==> src/rtl/grid_mover_if.sv <==
// grid_mover_if: request/ack, position and map-BRAM signals of the grid mover
interface grid_mover_if #(
  parameter int NUM_ENT = 2,
  parameter int X_W = 4,
  parameter int Y_W = 4,
  parameter int ADDR_W = 19,
  parameter int DATA_W = 16
);
  logic [NUM_ENT-1:0] move_req;
  logic [2*NUM_ENT-1:0] move_dir;
  logic [NUM_ENT-1:0] move_ack;
  logic [NUM_ENT-1:0] move_ok;
  logic [X_W*NUM_ENT-1:0] pos_x;
  logic [Y_W*NUM_ENT-1:0] pos_y;
  logic [ADDR_W-1:0] bram_addr;
  logic [DATA_W-1:0] bram_data;
  logic busy;
  modport master (
    output move_req, move_dir, bram_data,
    input move_ack, move_ok, pos_x, pos_y, bram_addr, busy
  );
  modport slave (
    input move_req, move_dir, bram_data,
    output move_ack, move_ok, pos_x, pos_y, bram_addr, busy
  );
endinterface

==> src/rtl/grid_mover.sv <==
// grid_mover: round-robin move arbiter with bounds and map walkability check; define GRID_MOVER_COLLIDE_EN to also block moves onto occupied tiles
module grid_mover #(
  parameter int NUM_ENT = 2,
  parameter int X_W = 4,
  parameter int Y_W = 4,
  parameter int MAP_W = 16,
  parameter int MAP_H = 16,
  parameter int ADDR_W = 19,
  parameter int DATA_W = 16,
  parameter int MAP_BASE = 0,
  parameter int BLOCK_BIT = 15,
  parameter int START_X = 1,
  parameter int START_Y = 1
) (
  input logic clk,
  input logic rstn,
  grid_mover_if.slave bus
);
  localparam int IW = NUM_ENT > 1 ? $clog2(NUM_ENT) : 1;
  localparam logic [X_W:0] MW = (X_W+1)'(MAP_W);
  localparam logic [Y_W:0] MH = (Y_W+1)'(MAP_H);
  localparam logic [ADDR_W-1:0] BASE = ADDR_W'(MAP_BASE);
  localparam logic [ADDR_W-1:0] ROW = ADDR_W'(MAP_W);
  typedef enum logic [1:0] {IDLE, ADDR, DATA, ACK} state_t;
  state_t state;
  logic [IW-1:0] rr, win, gnt, c;
  logic [IW:0] s;
  logic found, in_bounds, blocked;
  logic [X_W-1:0] px [NUM_ENT];
  logic [Y_W-1:0] py [NUM_ENT];
  logic [1:0] dir_a [NUM_ENT];
  logic [X_W*NUM_ENT-1:0] pxf;
  logic [Y_W*NUM_ENT-1:0] pyf;
  logic [X_W-1:0] tx;
  logic [Y_W-1:0] ty;
  logic [X_W:0] nx;
  logic [Y_W:0] ny;
  logic [1:0] dir;
  logic [NUM_ENT-1:0] ack, ok;
  logic [ADDR_W-1:0] addr, taddr;
  // unpack request directions and pack positions for the renderer
  always_comb begin
    pxf = '0;
    pyf = '0;
    for (int k = 0; k < NUM_ENT; k++) begin
      pxf[k*X_W +: X_W] = px[k];
      pyf[k*Y_W +: Y_W] = py[k];
      dir_a[k] = bus.move_dir[2*k +: 2];
    end
  end
  // first requester at or after the round-robin pointer, wrapping
  always_comb begin
    found = 1'b0;
    gnt = rr;
    s = '0;
    c = '0;
    for (int k = 0; k < NUM_ENT; k++) begin
      s = {1'b0, rr} + (IW+1)'(k);
      s = s >= (IW+1)'(NUM_ENT) ? s - (IW+1)'(NUM_ENT) : s;
      c = s[IW-1:0];
      if (!found && bus.move_req[c]) begin
        found = 1'b1;
        gnt = c;
      end
    end
  end
  // target tile of the candidate, widened by one bit so underflow reads as out of bounds
  always_comb begin
    dir = dir_a[gnt];
    nx = {1'b0, px[gnt]};
    ny = {1'b0, py[gnt]};
    nx = dir == 2'b10 ? nx - (X_W+1)'(1) : dir == 2'b11 ? nx + (X_W+1)'(1) : nx;
    ny = dir == 2'b00 ? ny - (Y_W+1)'(1) : dir == 2'b01 ? ny + (Y_W+1)'(1) : ny;
    in_bounds = nx < MW && ny < MH;
    taddr = BASE + ADDR_W'(ny[Y_W-1:0]) * ROW + ADDR_W'(nx[X_W-1:0]);
  end
`ifdef GRID_MOVER_COLLIDE_EN
  logic hit;
  // another entity already standing on the target tile
  always_comb begin
    hit = 1'b0;
    for (int k = 0; k < NUM_ENT; k++)
      if (IW'(k) != win && px[k] == tx && py[k] == ty) hit = 1'b1;
    blocked = bus.bram_data[BLOCK_BIT] | hit;
  end
`else
  assign blocked = bus.bram_data[BLOCK_BIT];
`endif
  // arbitration FSM: grant, BRAM read, commit, one-cycle ack
  always_ff @(posedge clk or negedge rstn) begin
    if (!rstn) begin
      state <= IDLE;
      rr <= '0;
      win <= '0;
      tx <= '0;
      ty <= '0;
      addr <= '0;
      ack <= '0;
      ok <= '0;
      for (int k = 0; k < NUM_ENT; k++) begin
        px[k] <= X_W'(START_X + k);
        py[k] <= Y_W'(START_Y);
      end
    end else begin
      ack <= '0;
      ok <= '0;
      case (state)
        IDLE: if (found) begin
          win <= gnt;
          tx <= nx[X_W-1:0];
          ty <= ny[Y_W-1:0];
          if (in_bounds) begin
            addr <= taddr;
            state <= ADDR;
          end else begin
            ack[gnt] <= 1'b1;
            state <= ACK;
          end
        end
        ADDR: state <= DATA;
        DATA: begin
          ack[win] <= 1'b1;
          ok[win] <= !blocked;
          if (!blocked) begin
            px[win] <= tx;
            py[win] <= ty;
          end
          state <= ACK;
        end
        default: begin
          rr <= win == IW'(NUM_ENT - 1) ? '0 : win + IW'(1);
          state <= IDLE;
        end
      endcase
    end
  end
  assign bus.pos_x = pxf;
  assign bus.pos_y = pyf;
  assign bus.bram_addr = addr;
  assign bus.move_ack = ack;
  assign bus.move_ok = ok;
  assign bus.busy = state != IDLE;
endmodule

==> src/flat_wrapper.sv <==
// flat-port wrapper written by rule: the top's interface ports become plain ports
module grid_mover_flat 
#(
  parameter int NUM_ENT = 2,
  parameter int X_W = 4,
  parameter int Y_W = 4,
  parameter int MAP_W = 16,
  parameter int MAP_H = 16,
  parameter int ADDR_W = 19,
  parameter int DATA_W = 16,
  parameter int MAP_BASE = 0,
  parameter int BLOCK_BIT = 15,
  parameter int START_X = 1,
  parameter int START_Y = 1
)
  (clk, rstn, bus_move_req, bus_move_dir, bus_bram_data, bus_move_ack, bus_move_ok, bus_pos_x, bus_pos_y, bus_bram_addr, bus_busy);
  grid_mover_if #(.NUM_ENT(NUM_ENT), .X_W(X_W), .Y_W(Y_W), .ADDR_W(ADDR_W), .DATA_W(DATA_W)) bus_i ();
  input logic clk;
  input logic rstn;
  input wire logic [$bits(bus_i.move_req)-1:0] bus_move_req;
  input wire logic [$bits(bus_i.move_dir)-1:0] bus_move_dir;
  input wire logic [$bits(bus_i.bram_data)-1:0] bus_bram_data;
  output wire logic [$bits(bus_i.move_ack)-1:0] bus_move_ack;
  output wire logic [$bits(bus_i.move_ok)-1:0] bus_move_ok;
  output wire logic [$bits(bus_i.pos_x)-1:0] bus_pos_x;
  output wire logic [$bits(bus_i.pos_y)-1:0] bus_pos_y;
  output wire logic [$bits(bus_i.bram_addr)-1:0] bus_bram_addr;
  output wire logic [$bits(bus_i.busy)-1:0] bus_busy;
  assign bus_i.move_req = bus_move_req;
  assign bus_i.move_dir = bus_move_dir;
  assign bus_i.bram_data = bus_bram_data;
  assign bus_move_ack = bus_i.move_ack;
  assign bus_move_ok = bus_i.move_ok;
  assign bus_pos_x = bus_i.pos_x;
  assign bus_pos_y = bus_i.pos_y;
  assign bus_bram_addr = bus_i.bram_addr;
  assign bus_busy = bus_i.busy;
  grid_mover #(.NUM_ENT(NUM_ENT), .X_W(X_W), .Y_W(Y_W), .MAP_W(MAP_W), .MAP_H(MAP_H), .ADDR_W(ADDR_W), .DATA_W(DATA_W), .MAP_BASE(MAP_BASE), .BLOCK_BIT(BLOCK_BIT), .START_X(START_X), .START_Y(START_Y)) u_core (.clk(clk), .rstn(rstn), .bus(bus_i));
endmodule
==> config.mk <==
export PLATFORM = sky130hd
export DESIGN_NAME = grid_mover_flat
export DESIGN_NICKNAME = d
export VERILOG_FILES = /design/src/rtl/grid_mover_if.sv /design/src/rtl/grid_mover.sv /design/src/flat_wrapper.sv
export SDC_FILE = /design/constraint.sdc
export NUM_CORES = 1
export LEC_CHECK = 0
export BUFFER_PORTS_ARGS = -buffer_cell sky130_fd_sc_hd__buf_2
export CAP_MARGIN = 15
export CELL_PAD_IN_SITES_DETAIL_PLACEMENT = 1
export CELL_PAD_IN_SITES_GLOBAL_PLACEMENT = 2
export CORE_AREA = 2 2 89 91
export DETAILED_ROUTE_END_ITERATION = 12
export DIE_AREA = 0 0 91 93
export PLACE_DENSITY_LB_ADDON = 0.1
export REMOVE_ABC_BUFFERS = 1
export SLEW_MARGIN = 20
export SYNTH_ARGS = -nofsm -noshare
export SYNTH_HDL_FRONTEND = slang
export SYNTH_SLANG_ARGS = --single-unit
export TNS_END_PERCENT = 20
==> constraint.sdc <==
create_clock -name clk -period 2.4 [get_ports clk]
set_input_delay 0.36 -clock clk [delete_from_list [all_inputs] [get_ports clk]]
set_output_delay 0.36 -clock clk [all_outputs]
set_load 0.02 [all_outputs]
==> results of run 1 <==
[report_power, final]
| part | leakage (nW) | switching (mW) | total, mW | internal (mW) |
|---|---|---|---|---|
| combinational | 0.851 | 1.19 | 2.36 | 1.17 |
| sequential | 0.495 | 0.249 | 1.25 | 1.00 |
| clock | 0.0422 | 0.237 | 0.441 | 0.204 |
[state kept, by name, summed over array words and instances (netlist names)]
| signal | count |
|---|---|
| u_core.bus.pos_y | 8 |
| u_core.state | 2 |
| u_core.bus.move_ack | 2 |
| u_core.ty | 4 |
| u_core.win | 1 |
| u_core.bus.move_ok | 2 |
| u_core.tx | 4 |
| u_core.bus.bram_addr | 8 |
| u_core.rr | 1 |
| u_core.bus.pos_x | 8 |
[timing repair]
item                       4_1_cts  5_1_grt
setup endpoints to repair       11       16
pin swaps                        0        8
buffers inserted                 2        2
resized for setup                8       38
[cell families after synthesis]
kind of cell,count (synthesis)
other cells,1
mux,37
simple gates,49
fa+ha+maj,7
compound gates,20
buf+inv,25
xor+xnor,6
flops,40
[cell usage in the layout, fill, tap and decap left out, types with 2 or more instances in the layout]
cell and count:
sky130_fd_sc_hd__clkbuf_8 5, sky130_fd_sc_hd__mux2_2 19, sky130_fd_sc_hd__mux2i_2 3, sky130_fd_sc_hd__buf_4 28, sky130_fd_sc_hd__nand3b_1 2, sky130_fd_sc_hd__nor4_1 2, sky130_fd_sc_hd__inv_1 7, sky130_fd_sc_hd__dfstp_2 4
sky130_fd_sc_hd__conb_1 11, sky130_fd_sc_hd__xnor2_1 4, sky130_fd_sc_hd__a32o_1 2, sky130_fd_sc_hd__a21oi_2 2, sky130_fd_sc_hd__o21ai_1 3, sky130_fd_sc_hd__dfrtp_1 35, sky130_fd_sc_hd__o21ai_0 3, sky130_fd_sc_hd__nand2_1 28
sky130_fd_sc_hd__mux2_4 7, sky130_fd_sc_hd__mux2i_1 3, sky130_fd_sc_hd__buf_2 37, sky130_fd_sc_hd__mux2i_4 5, sky130_fd_sc_hd__xor2_1 2, sky130_fd_sc_hd__nor2_1 5, sky130_fd_sc_hd__nand2b_1 2, sky130_fd_sc_hd__ha_1 5
sky130_fd_sc_hd__buf_6 5, sky130_fd_sc_hd__a21oi_1 3, sky130_fd_sc_hd__inv_2 3, sky130_fd_sc_hd__clkbuf_1 2
[stage by stage]
step,hold slack (ps),instances
finish,187,363
global route,272,363
CTS,231,361
detailed placement,463,351
global placement,455,351
floorplan,64.4,181
[per-layer routing]
metal  vias up  GRT usage  part of all wire
met3         5     0.0355             0.041
met4         0     0.0417             0.011
met2        40      0.250              0.51
met5         -          0                 0
met1       838      0.168              0.43
li1        770          -                 -
[worst max-delay path: stages (launching register included)]
cell                       delay (ps)
sky130_fd_sc_hd__dfrtp_2          450
sky130_fd_sc_hd__nor2_4           130
sky130_fd_sc_hd__o21ai_4           90
sky130_fd_sc_hd__buf_6            140
sky130_fd_sc_hd__mux2i_4          200
sky130_fd_sc_hd__inv_2             80
sky130_fd_sc_hd__ha_4             140
sky130_fd_sc_hd__inv_2             40
sky130_fd_sc_hd__nor4_2           280
sky130_fd_sc_hd__o21ai_2          110
sky130_fd_sc_hd__nand3b_1         150
sky130_fd_sc_hd__buf_6            150
sky130_fd_sc_hd__mux2_2           320
[layout make-up]
class | count | area, sq um
fillers | 891 | 4680
well taps | 102 | 128
flip-flops and latches | 40 | 1010
clock inverters | 1 | 5.00
inverters | 11 | 41.3
repair buffers | 72 | 487
multi-input cells | 130 | 1110
clock buffers | 7 | 76.3
[path summary, 6_finish.rpt]
kind                                 start                 endpoint  cells past startpoint
max in group asynchronous             rstn                u_core.rr                      1
max reg2reg                      u_core.rr  u_core.bus.bram_addr[2]                     12
min in group clk           bus_move_req[0]               u_core.win                      3
min                                   rstn          u_core.state[1]                      1
max                              u_core.rr  u_core.bus.bram_addr[2]                     12
min reg2reg                   u_core.tx[1]      u_core.bus.pos_x[5]                      2
==> flow_results.xml, run 1 <==
<?xml version="1.0" encoding="UTF-8"?>
<metrics>
  <group name="status">
    <metric name="status" unit="">complete, but fails checks</metric>
    <metric name="failed_checks" unit="">setup timing</metric>
  </group>
  <group name="die">
    <metric name="rows" unit="">32</metric>
    <metric name="design.core.area" unit="sq um">7530</metric>
    <metric name="overall_die_area" unit="sq um">8460</metric>
    <metric name="die_h" unit="um">93</metric>
    <metric name="ios" unit="">64</metric>
    <metric name="start_util" unit="">0.274</metric>
    <metric name="chipWidth" unit="um">91</metric>
  </group>
  <group name="place">
    <metric name="dpl_cell_area" unit="sq um">2540</metric>
    <metric name="post-dp-hpwl" unit="mm">4.16</metric>
    <metric name="port-buffer-count" unit="">37</metric>
    <metric name="dp_worst_setup_slack" unit="ps">-160</metric>
    <metric name="gp_weighted_congestion" unit="">0.804</metric>
  </group>
  <group name="timing">
    <metric name="grt_setup_unrepaired" unit="">true</metric>
    <metric name="period_share" unit="">1.00</metric>
    <metric name="fin_ws" unit="ps">-10.8</metric>
    <metric name="timing.final.hold_violations" unit="">0</metric>
    <metric name="timing.max_slew.rel_slack" unit="">0.387</metric>
    <metric name="finalWorstPathRequiredPeriod" unit="ps">2410</metric>
    <metric name="max_freq" unit="GHz">0.415</metric>
    <metric name="report.final.setup_viol" unit="">5</metric>
    <metric name="fin_worst_skew" unit="ps">6.28</metric>
    <metric name="totalNegativeSetupSlack" unit="ps">-36.4</metric>
    <metric name="worstMarginPinSlew" unit="ps">919</metric>
    <metric name="final_max_slew_viol_count" unit="">0</metric>
  </group>
  <group name="yosys">
    <metric name="synthesized_netlist_cell_count" unit="">185</metric>
    <metric name="netlist-cell-type-count" unit="">37</metric>
    <metric name="synthMuxAreaShare" unit="">0.197</metric>
    <metric name="synth_fa_ha_area_frac" unit="">0.0424</metric>
    <metric name="synthesis.area_per_instance" unit="sq um">11.2</metric>
    <metric name="netlist_area" unit="sq um">2060</metric>
    <metric name="synth-seq-area-share" unit="">0.488</metric>
    <metric name="post_synthesis_share_of_cell_area_spent_on_xor_and_xnor_gates" unit="">0.0255</metric>
    <metric name="synth_simple_gate_area_share" unit="">0.110</metric>
    <metric name="yosys-top-cells-area" unit="">sky130_fd_sc_hd__dfrtp_1 (44%), sky130_fd_sc_hd__mux2_2 (14%), sky130_fd_sc_hd__nand2_1 (5.3%), sky130_fd_sc_hd__dfstp_2 (5.1%), sky130_fd_sc_hd__mux2i_1 (4.9%)</metric>
    <metric name="ys.warnings.count" unit="">0</metric>
    <metric name="netlist.area_leader.share" unit="">0.437</metric>
    <metric name="synth_compound_area_frac" unit="">0.0655</metric>
    <metric name="synth_top_area_cell" unit="">sky130_fd_sc_hd__dfrtp_1</metric>
    <metric name="post_synth_most_frequent_cells" unit="">sky130_fd_sc_hd__dfrtp_1 (36), sky130_fd_sc_hd__nand2_1 (29), sky130_fd_sc_hd__mux2_2 (26)</metric>
    <metric name="synth_edf_count" unit="">0</metric>
    <metric name="synthMostInstantiatedCell" unit="">sky130_fd_sc_hd__dfrtp_1</metric>
    <metric name="synth_top_family_by_area" unit="">multiplexers</metric>
    <metric name="ys_seq_elements" unit="">40</metric>
    <metric name="postSynth.asyncResetShare" unit="">1.00</metric>
    <metric name="postSynth.topFlopCell" unit="">sky130_fd_sc_hd__dfrtp_1</metric>
  </group>
  <group name="critical_path">
    <metric name="timing.critical_path.to_type" unit="">flop</metric>
    <metric name="worstSetupStartpointType" unit="">flop</metric>
    <metric name="worst_ep_arrival_time" unit="ps">2600</metric>
    <metric name="cp.required" unit="ps">2590</metric>
    <metric name="crit_fanout" unit="">4</metric>
    <metric name="path_class" unit="">flop to flop</metric>
    <metric name="r2r_slack" unit="ps">-10</metric>
  </group>
  <group name="cells_and_area">
    <metric name="antenna_cells" unit="">0</metric>
    <metric name="fin_area" unit="sq um">2850</metric>
    <metric name="area.growth.synth_to_final" unit="%">38.2</metric>
    <metric name="num-nets-final" unit="">291</metric>
    <metric name="utilization" unit="">0.379</metric>
    <metric name="layout-drive-gt1-share" unit="">0.510</metric>
  </group>
  <group name="global_route">
    <metric name="grt_first_pass_wirelength" unit="mm">9.21</metric>
    <metric name="grt_start_max_net_pins" unit="">41</metric>
    <metric name="first_global_vias" unit="">1780</metric>
    <metric name="groute.usage.overall" unit="">0.141</metric>
    <metric name="global_route.overflow_total" unit="">0</metric>
    <metric name="grt_antenna_before_repair" unit="">0</metric>
  </group>
  <group name="clock_network">
    <metric name="cts.sink_count" unit="">40</metric>
    <metric name="worstSkewPairLatency" unit="ps">300</metric>
    <metric name="cts-htree-levels" unit="">2</metric>
    <metric name="tritoncts" unit="">yes</metric>
    <metric name="ctsRootBufferMaster" unit="">sky130_fd_sc_hd__clkbuf_8</metric>
    <metric name="number_of_buffers_created_by_cts" unit="">5</metric>
    <metric name="path_clk_slew" unit="ps">80</metric>
    <metric name="cts_hold_repair.buffers" unit="">0</metric>
    <metric name="cts_buffer_depth" unit="">2</metric>
  </group>
  <group name="power">
    <metric name="vdd_drop_max" unit="mV">0.434</metric>
    <metric name="totalPowerFinal" unit="mW">4.05</metric>
    <metric name="power.density_cell_area" unit="nW/um^2">1420</metric>
    <metric name="leakage" unit="nW">1.39</metric>
  </group>
  <group name="min_path">
    <metric name="holdCritPathClass" unit="">primary input to asynchronous set/reset pin</metric>
  </group>
  <group name="route">
    <metric name="routed-via-count" unit="">1653</metric>
    <metric name="starting_drt_drc_count" unit="">36</metric>
    <metric name="wl_per_cell" unit="um">15.9</metric>
    <metric name="drt-vias-per-instance" unit="">4.55</metric>
    <metric name="drc" unit="">0</metric>
    <metric name="wl" unit="mm">5.79</metric>
    <metric name="detail_route.first_pass.iterations" unit="">4</metric>
    <metric name="route.antenna.remaining_nets" unit="">0</metric>
  </group>
  <group name="run">
    <metric name="max_cap_viol_count" unit="">0</metric>
  </group>
</metrics>
No activity file was read; power rests on OpenSTA's default activity.
==> run 2, diff against run 1 <==
SKIP_LAST_GASP = 1   (was default)
==> flow_results.xml, run 2 (synthesis gave the netlist of run 1 again) <==
<?xml version="1.0" encoding="UTF-8"?>
<metrics>
  <group name="global_route">
    <metric name="grt_start_max_net_pins" unit="">41</metric>
    <metric name="global_route.overflow_total" unit="">0</metric>
    <metric name="groute.usage.overall" unit="">0.141</metric>
    <metric name="first_global_vias" unit="">1778</metric>
    <metric name="grt_first_pass_wirelength" unit="mm">9.20</metric>
    <metric name="grt_antenna_before_repair" unit="">0</metric>
  </group>
  <group name="min_path">
    <metric name="holdCritPathClass" unit="">primary input to asynchronous set/reset pin</metric>
  </group>
  <group name="route">
    <metric name="wl_per_cell" unit="um">15.9</metric>
    <metric name="starting_drt_drc_count" unit="">33</metric>
    <metric name="drt-vias-per-instance" unit="">4.55</metric>
    <metric name="route.antenna.remaining_nets" unit="">0</metric>
    <metric name="wl" unit="mm">5.77</metric>
    <metric name="detail_route.first_pass.iterations" unit="">4</metric>
    <metric name="routed-via-count" unit="">1651</metric>
    <metric name="drc" unit="">0</metric>
  </group>
  <group name="cells_and_area">
    <metric name="fin_area" unit="sq um">2850</metric>
    <metric name="final_cell_mix" unit="">sky130_fd_sc_hd__buf_2 (37), sky130_fd_sc_hd__dfrtp_1 (35), sky130_fd_sc_hd__nand2_1 (28), sky130_fd_sc_hd__buf_4 (28), sky130_fd_sc_hd__mux2_2 (20)</metric>
    <metric name="layout_commonest_cell" unit="">sky130_fd_sc_hd__buf_2</metric>
    <metric name="final.fill_count" unit="">890</metric>
    <metric name="layout-drive-gt1-share" unit="">0.510</metric>
    <metric name="final-instance-count-excl-fill" unit="">363</metric>
    <metric name="area.growth.synth_to_final" unit="%">38.0</metric>
    <metric name="antenna_cells" unit="">0</metric>
    <metric name="num-nets-final" unit="">291</metric>
    <metric name="utilization" unit="">0.378</metric>
  </group>
  <group name="timing">
    <metric name="report.final.setup_viol" unit="">6</metric>
    <metric name="grt_setup_unrepaired" unit="">true</metric>
    <metric name="totalNegativeSetupSlack" unit="ps">-42.5</metric>
    <metric name="worstMarginPinSlew" unit="ps">914</metric>
    <metric name="fin_worst_skew" unit="ps">5.44</metric>
    <metric name="timing.final.hold_violations" unit="">0</metric>
    <metric name="finalWorstPathRequiredPeriod" unit="ps">2410</metric>
    <metric name="period_share" unit="">1.01</metric>
    <metric name="timing.max_slew.rel_slack" unit="">0.391</metric>
    <metric name="fin_hold_ws" unit="ps">185</metric>
    <metric name="final_max_slew_viol_count" unit="">0</metric>
    <metric name="max_freq" unit="GHz">0.414</metric>
    <metric name="fin_ws" unit="ps">-13.0</metric>
  </group>
  <group name="clock_network">
    <metric name="cts-htree-levels" unit="">2</metric>
    <metric name="cts_buffer_depth" unit="">2</metric>
    <metric name="tritoncts" unit="">yes</metric>
    <metric name="ctsRootBufferMaster" unit="">sky130_fd_sc_hd__clkbuf_8</metric>
    <metric name="worstSkewPairLatency" unit="ps">290</metric>
    <metric name="cts.sink_count" unit="">40</metric>
    <metric name="number_of_buffers_created_by_cts" unit="">5</metric>
    <metric name="path_clk_slew" unit="ps">80</metric>
  </group>
  <group name="critical_path">
    <metric name="crit_fanout" unit="">4</metric>
    <metric name="worst_ep_arrival_time" unit="ps">2600</metric>
    <metric name="cpMaxStageDelayCell" unit="">sky130_fd_sc_hd__dfrtp_2</metric>
    <metric name="timing.critical_path.to_type" unit="">flop</metric>
    <metric name="critical_path.max_stage_delay" unit="ps">450</metric>
    <metric name="crit_chain" unit="">nor2_4 &gt; o21ai_4 &gt; buf_6 &gt; mux2i_4 &gt; inv_2 &gt; ha_4 &gt; inv_2 &gt; nor4_2 &gt; o21ai_2 &gt; nand3b_1 &gt; buf_6 &gt; mux2_2</metric>
    <metric name="worst_path_dominant_cell_family" unit="">simple AND/OR/NAND/NOR gates</metric>
    <metric name="cp.required" unit="ps">2590</metric>
    <metric name="timing.critical_path.buf_inv" unit="">4</metric>
    <metric name="path_class" unit="">flop to flop</metric>
    <metric name="worstSetupStartpointType" unit="">flop</metric>
  </group>
  <group name="place">
    <metric name="place.detailed.instances" unit="">351</metric>
    <metric name="port-buffer-count" unit="">37</metric>
    <metric name="post-dp-hpwl" unit="mm">4.16</metric>
    <metric name="dpl_cell_area" unit="sq um">2540</metric>
    <metric name="dp_worst_setup_slack" unit="ps">-160</metric>
    <metric name="gp_weighted_congestion" unit="">0.804</metric>
  </group>
  <group name="status">
    <metric name="status" unit="">complete, but fails checks</metric>
    <metric name="failed_checks" unit="">setup timing</metric>
  </group>
  <group name="power">
    <metric name="totalPowerFinal" unit="mW">4.04</metric>
    <metric name="vdd_drop_max" unit="mV">0.434</metric>
    <metric name="power.density_cell_area" unit="nW/um^2">1420</metric>
    <metric name="leakage" unit="nW">1.38</metric>
  </group>
  <group name="die">
    <metric name="overall_die_area" unit="sq um">8460</metric>
    <metric name="rows" unit="">32</metric>
    <metric name="design.core.area" unit="sq um">7530</metric>
    <metric name="die_h" unit="um">93</metric>
    <metric name="ios" unit="">64</metric>
    <metric name="start_util" unit="">0.274</metric>
    <metric name="chipWidth" unit="um">91</metric>
  </group>
  <group name="run">
    <metric name="max_cap_viol_count" unit="">0</metric>
  </group>
</metrics>
-- run 2: repair_timing --
item	4_1_cts	5_1_grt
setup buffers	2	2
gates resized for setup	7	36
hold buffers	0	0
pin swaps	0	8
setup endpoints to repair	11	16
-- run 2: power breakdown --
| part | switching [mW] | total (mW) | internal [mW] | leakage, nW |
|---|---|---|---|---|
| clock network | 0.236 | 0.440 | 0.204 | 0.0422 |
| logic | 1.18 | 2.35 | 1.16 | 0.847 |
| registers | 0.248 | 1.25 | 1.00 | 0.495 |
-- run 2: path summary, 6_finish.rpt --
check,from,slack [ps],cells after the start,endpoint
min,rstn,190,1,u_core.state[1]
max in group asynchronous,rstn,1600,1,u_core.rr
min reg2reg,u_core.tx[1],490,2,u_core.bus.pos_x[5]
max reg2reg,u_core.rr,-10,12,u_core.bus.bram_addr[2]
min in group clk,bus_move_req[0],420,3,u_core.win
max,u_core.rr,-10,12,u_core.bus.bram_addr[2]
-- run 2: layer usage --
layer / routed length, um / track usage
met1: 2490 / 0.168
met2: 2970 / 0.250
met3: 237 / 0.0355
met4: 66 / 0.0417
met5: 0 / 0
-- run 2: layout make-up --
type	count	area, sq um	share of cell area
Clock buffer	7	76.3	0.0268
Clock inverter	1	5.00	0.00176
Inverter	11	41.3	0.0145
Multi-Input combinational cell	130	1100	0.388
Sequential cell	40	1010	0.354
Tap cell	102	128	0.0448
Timing Repair Buffer	72	487	0.171
==> run 3, diff against run 2 <==
clock period = 1.9 ns   (was 2.4 ns; I/O delays follow)
==> flow_results.xml, run 3 (synthesis gave the netlist of run 1 again) <==
<?xml version="1.0" encoding="UTF-8"?>
<metrics>
  <group name="route">
    <metric name="routed-via-count" unit="">1711</metric>
    <metric name="drt-vias-per-instance" unit="">4.56</metric>
    <metric name="wl" unit="mm">6.18</metric>
    <metric name="wl_per_cell" unit="um">16.5</metric>
    <metric name="drc" unit="">0</metric>
    <metric name="route.antenna.remaining_nets" unit="">0</metric>
    <metric name="starting_drt_drc_count" unit="">50</metric>
    <metric name="detail_route.first_pass.iterations" unit="">4</metric>
  </group>
  <group name="timing">
    <metric name="period_share" unit="">1.27</metric>
    <metric name="final_max_slew_viol_count" unit="">0</metric>
    <metric name="grt_setup_unrepaired" unit="">true</metric>
    <metric name="fin_worst_skew" unit="ps">5.68</metric>
    <metric name="finalWorstPathRequiredPeriod" unit="ps">2410</metric>
    <metric name="timing.final.hold_violations" unit="">0</metric>
    <metric name="fin_ws" unit="ps">-507</metric>
    <metric name="report.final.setup_viol" unit="">17</metric>
    <metric name="max_freq" unit="GHz">0.415</metric>
  </group>
  <group name="critical_path">
    <metric name="critical_path.max_stage_delay" unit="ps">550</metric>
    <metric name="crit_fanout" unit="">4</metric>
    <metric name="cp.required" unit="ps">2090</metric>
    <metric name="worst_ep_arrival_time" unit="ps">2590</metric>
    <metric name="path_class" unit="">flop to flop</metric>
    <metric name="timing.critical_path.buf_inv" unit="">3</metric>
    <metric name="worstSetupStartpointType" unit="">flop</metric>
    <metric name="crit_chain" unit="">nand2_2 &gt; o21ai_4 &gt; buf_6 &gt; mux2i_4 &gt; buf_4 &gt; buf_4 &gt; or4_4 &gt; a21oi_4 &gt; xnor2_2 &gt; mux2_2</metric>
    <metric name="timing.critical_path.to_type" unit="">flop</metric>
    <metric name="worst_path_dominant_cell_family" unit="">simple AND/OR/NAND/NOR gates</metric>
    <metric name="cpMaxStageDelayCell" unit="">sky130_fd_sc_hd__or4_4</metric>
    <metric name="timing.critical_path.mode_cell" unit="">sky130_fd_sc_hd__buf_4</metric>
  </group>
  <group name="cells_and_area">
    <metric name="final.fill_count" unit="">890</metric>
    <metric name="final-instance-count-excl-fill" unit="">375</metric>
    <metric name="layout_commonest_cell" unit="">sky130_fd_sc_hd__buf_4</metric>
    <metric name="antenna_cells" unit="">0</metric>
    <metric name="final_cell_mix" unit="">sky130_fd_sc_hd__buf_4 (43), sky130_fd_sc_hd__buf_2 (37), sky130_fd_sc_hd__dfrtp_1 (35)</metric>
    <metric name="layout-drive-gt1-share" unit="">0.495</metric>
    <metric name="num-nets-final" unit="">303</metric>
    <metric name="area.growth.synth_to_final" unit="%">40.2</metric>
  </group>
  <group name="power">
    <metric name="vdd_drop_max" unit="mV">0.622</metric>
    <metric name="leakage" unit="nW">1.45</metric>
    <metric name="power.density_cell_area" unit="nW/um^2">1830</metric>
  </group>
  <group name="clock_network">
    <metric name="path_clk_slew" unit="ps">80</metric>
    <metric name="ctsRootBufferMaster" unit="">sky130_fd_sc_hd__clkbuf_8</metric>
    <metric name="cts-htree-levels" unit="">2</metric>
    <metric name="tritoncts" unit="">yes</metric>
    <metric name="worstSkewPairLatency" unit="ps">300</metric>
    <metric name="cts_buffer_depth" unit="">2</metric>
    <metric name="number_of_buffers_created_by_cts" unit="">5</metric>
    <metric name="cts.sink_count" unit="">40</metric>
  </group>
  <group name="global_route">
    <metric name="grt_first_pass_wirelength" unit="mm">9.78</metric>
    <metric name="global_route.overflow_total" unit="">0</metric>
    <metric name="grt_start_max_net_pins" unit="">41</metric>
    <metric name="groute.usage.overall" unit="">0.151</metric>
    <metric name="first_global_vias" unit="">1849</metric>
    <metric name="grt_antenna_before_repair" unit="">0</metric>
  </group>
  <group name="place">
    <metric name="post-dp-hpwl" unit="mm">4.57</metric>
    <metric name="gp_weighted_congestion" unit="">0.808</metric>
    <metric name="dp_worst_setup_slack" unit="ps">-633</metric>
    <metric name="place.detailed.instances" unit="">359</metric>
    <metric name="port-buffer-count" unit="">37</metric>
  </group>
  <group name="min_path">
    <metric name="holdCritPathClass" unit="">primary input to flop</metric>
  </group>
  <group name="die">
    <metric name="start_util" unit="">0.274</metric>
    <metric name="chipWidth" unit="um">91</metric>
    <metric name="design.core.area" unit="sq um">7530</metric>
    <metric name="overall_die_area" unit="sq um">8460</metric>
    <metric name="ios" unit="">64</metric>
    <metric name="die_h" unit="um">93</metric>
    <metric name="rows" unit="">32</metric>
  </group>
  <group name="status">
    <metric name="status" unit="">complete, but fails checks</metric>
    <metric name="failed_checks" unit="">setup timing</metric>
  </group>
  <group name="run">
    <metric name="max_cap_viol_count" unit="">0</metric>
  </group>
</metrics>
run 3: changes by cell type in the layout (fill, tap and decap cells not counted), sizes merged:
cell,before,now
buf,72,83
bufinv,0,1
clkinv,2,1
dlygate4sd3,0,1
run 3: worst min-delay path, delay by kind of cell:
kind | cells | cell delay, ps
and+or+nand+nor | 1 | 60
buffers and inverters | 2 | 250
run 3: path summary, 6_finish.rpt:
path / cells after the start / slack [ps] / startpoint / endpoint
setup / recovery: 10 / -510 / u_core.rr / u_core.bus.bram_addr[7]
hold / removal: 3 / 340 / bus_bram_data[15] / u_core.bus.move_ok[0]
setup reg to reg: 10 / -510 / u_core.rr / u_core.bus.bram_addr[7]
hold reg to reg: 2 / 480 / u_core.bus.pos_x[5] / u_core.bus.pos_x[5]
max in group asynchronous: 3 / 1130 / rstn / u_core.bus.pos_y[4]
min in group asynchronous: 3 / 480 / rstn / u_core.win
run 3: through the flow:
stage          hold slack [ps]  setup TNS (ps)  cell area, sq um  power [mW]   util
5_1_grt                    359           -9560              2890        5.67  0.384
2_1_floorplan            -10.6          -11840              2000        3.08      -
4_1_cts                    328           -7600              2820        5.26  0.375
6_report                   338           -6460              2890        5.30  0.384
3_3_place_gp               272           -7640              2620        4.20  0.348
3_5_place_dp               279           -9540              2620        4.33  0.348
run 3: layout make-up:
| class | instances | area [sq um] | share of cell area |
|---|---|---|---|
| Timing Repair Buffer | 84 | 561 | 0.194 |
| Tap cell | 102 | 128 | 0.0441 |
| Clock inverter | 1 | 30.0 | 0.0104 |
| Sequential cell | 40 | 1010 | 0.348 |
| Clock buffer | 7 | 96.3 | 0.0333 |
| Multi-Input combinational cell | 130 | 1030 | 0.356 |
| Inverter | 11 | 41.3 | 0.0143 |
run 3: power by group:
part           internal [mW]  total [mW]  switching, mW
sequential              1.27        1.58          0.307
combinational           1.43        2.94           1.52
clock                  0.464       0.785          0.321
run 3: repair_timing:
| item | 4_1_cts | 5_1_grt |
|---|---|---|
| gates resized for setup | 11 | 7 |
| pin swaps | 3 | 4 |
| hold buffers | 1 | 0 |
| endpoints found under the setup margin | 19 | 24 |
| setup buffers | 2 | 5 |
| hold endpoints to repair | 36 | 0 |
run 3: metal layers:
metal / global-route usage / routed length (um) / vias up
met5: 0 / 0 / -
met4: 0.0442 / 92 / 0
met3: 0.0379 / 315 / 9
met2: 0.254 / 3050 / 49
met1: 0.193 / 2730 / 863
li1: - / - / 790
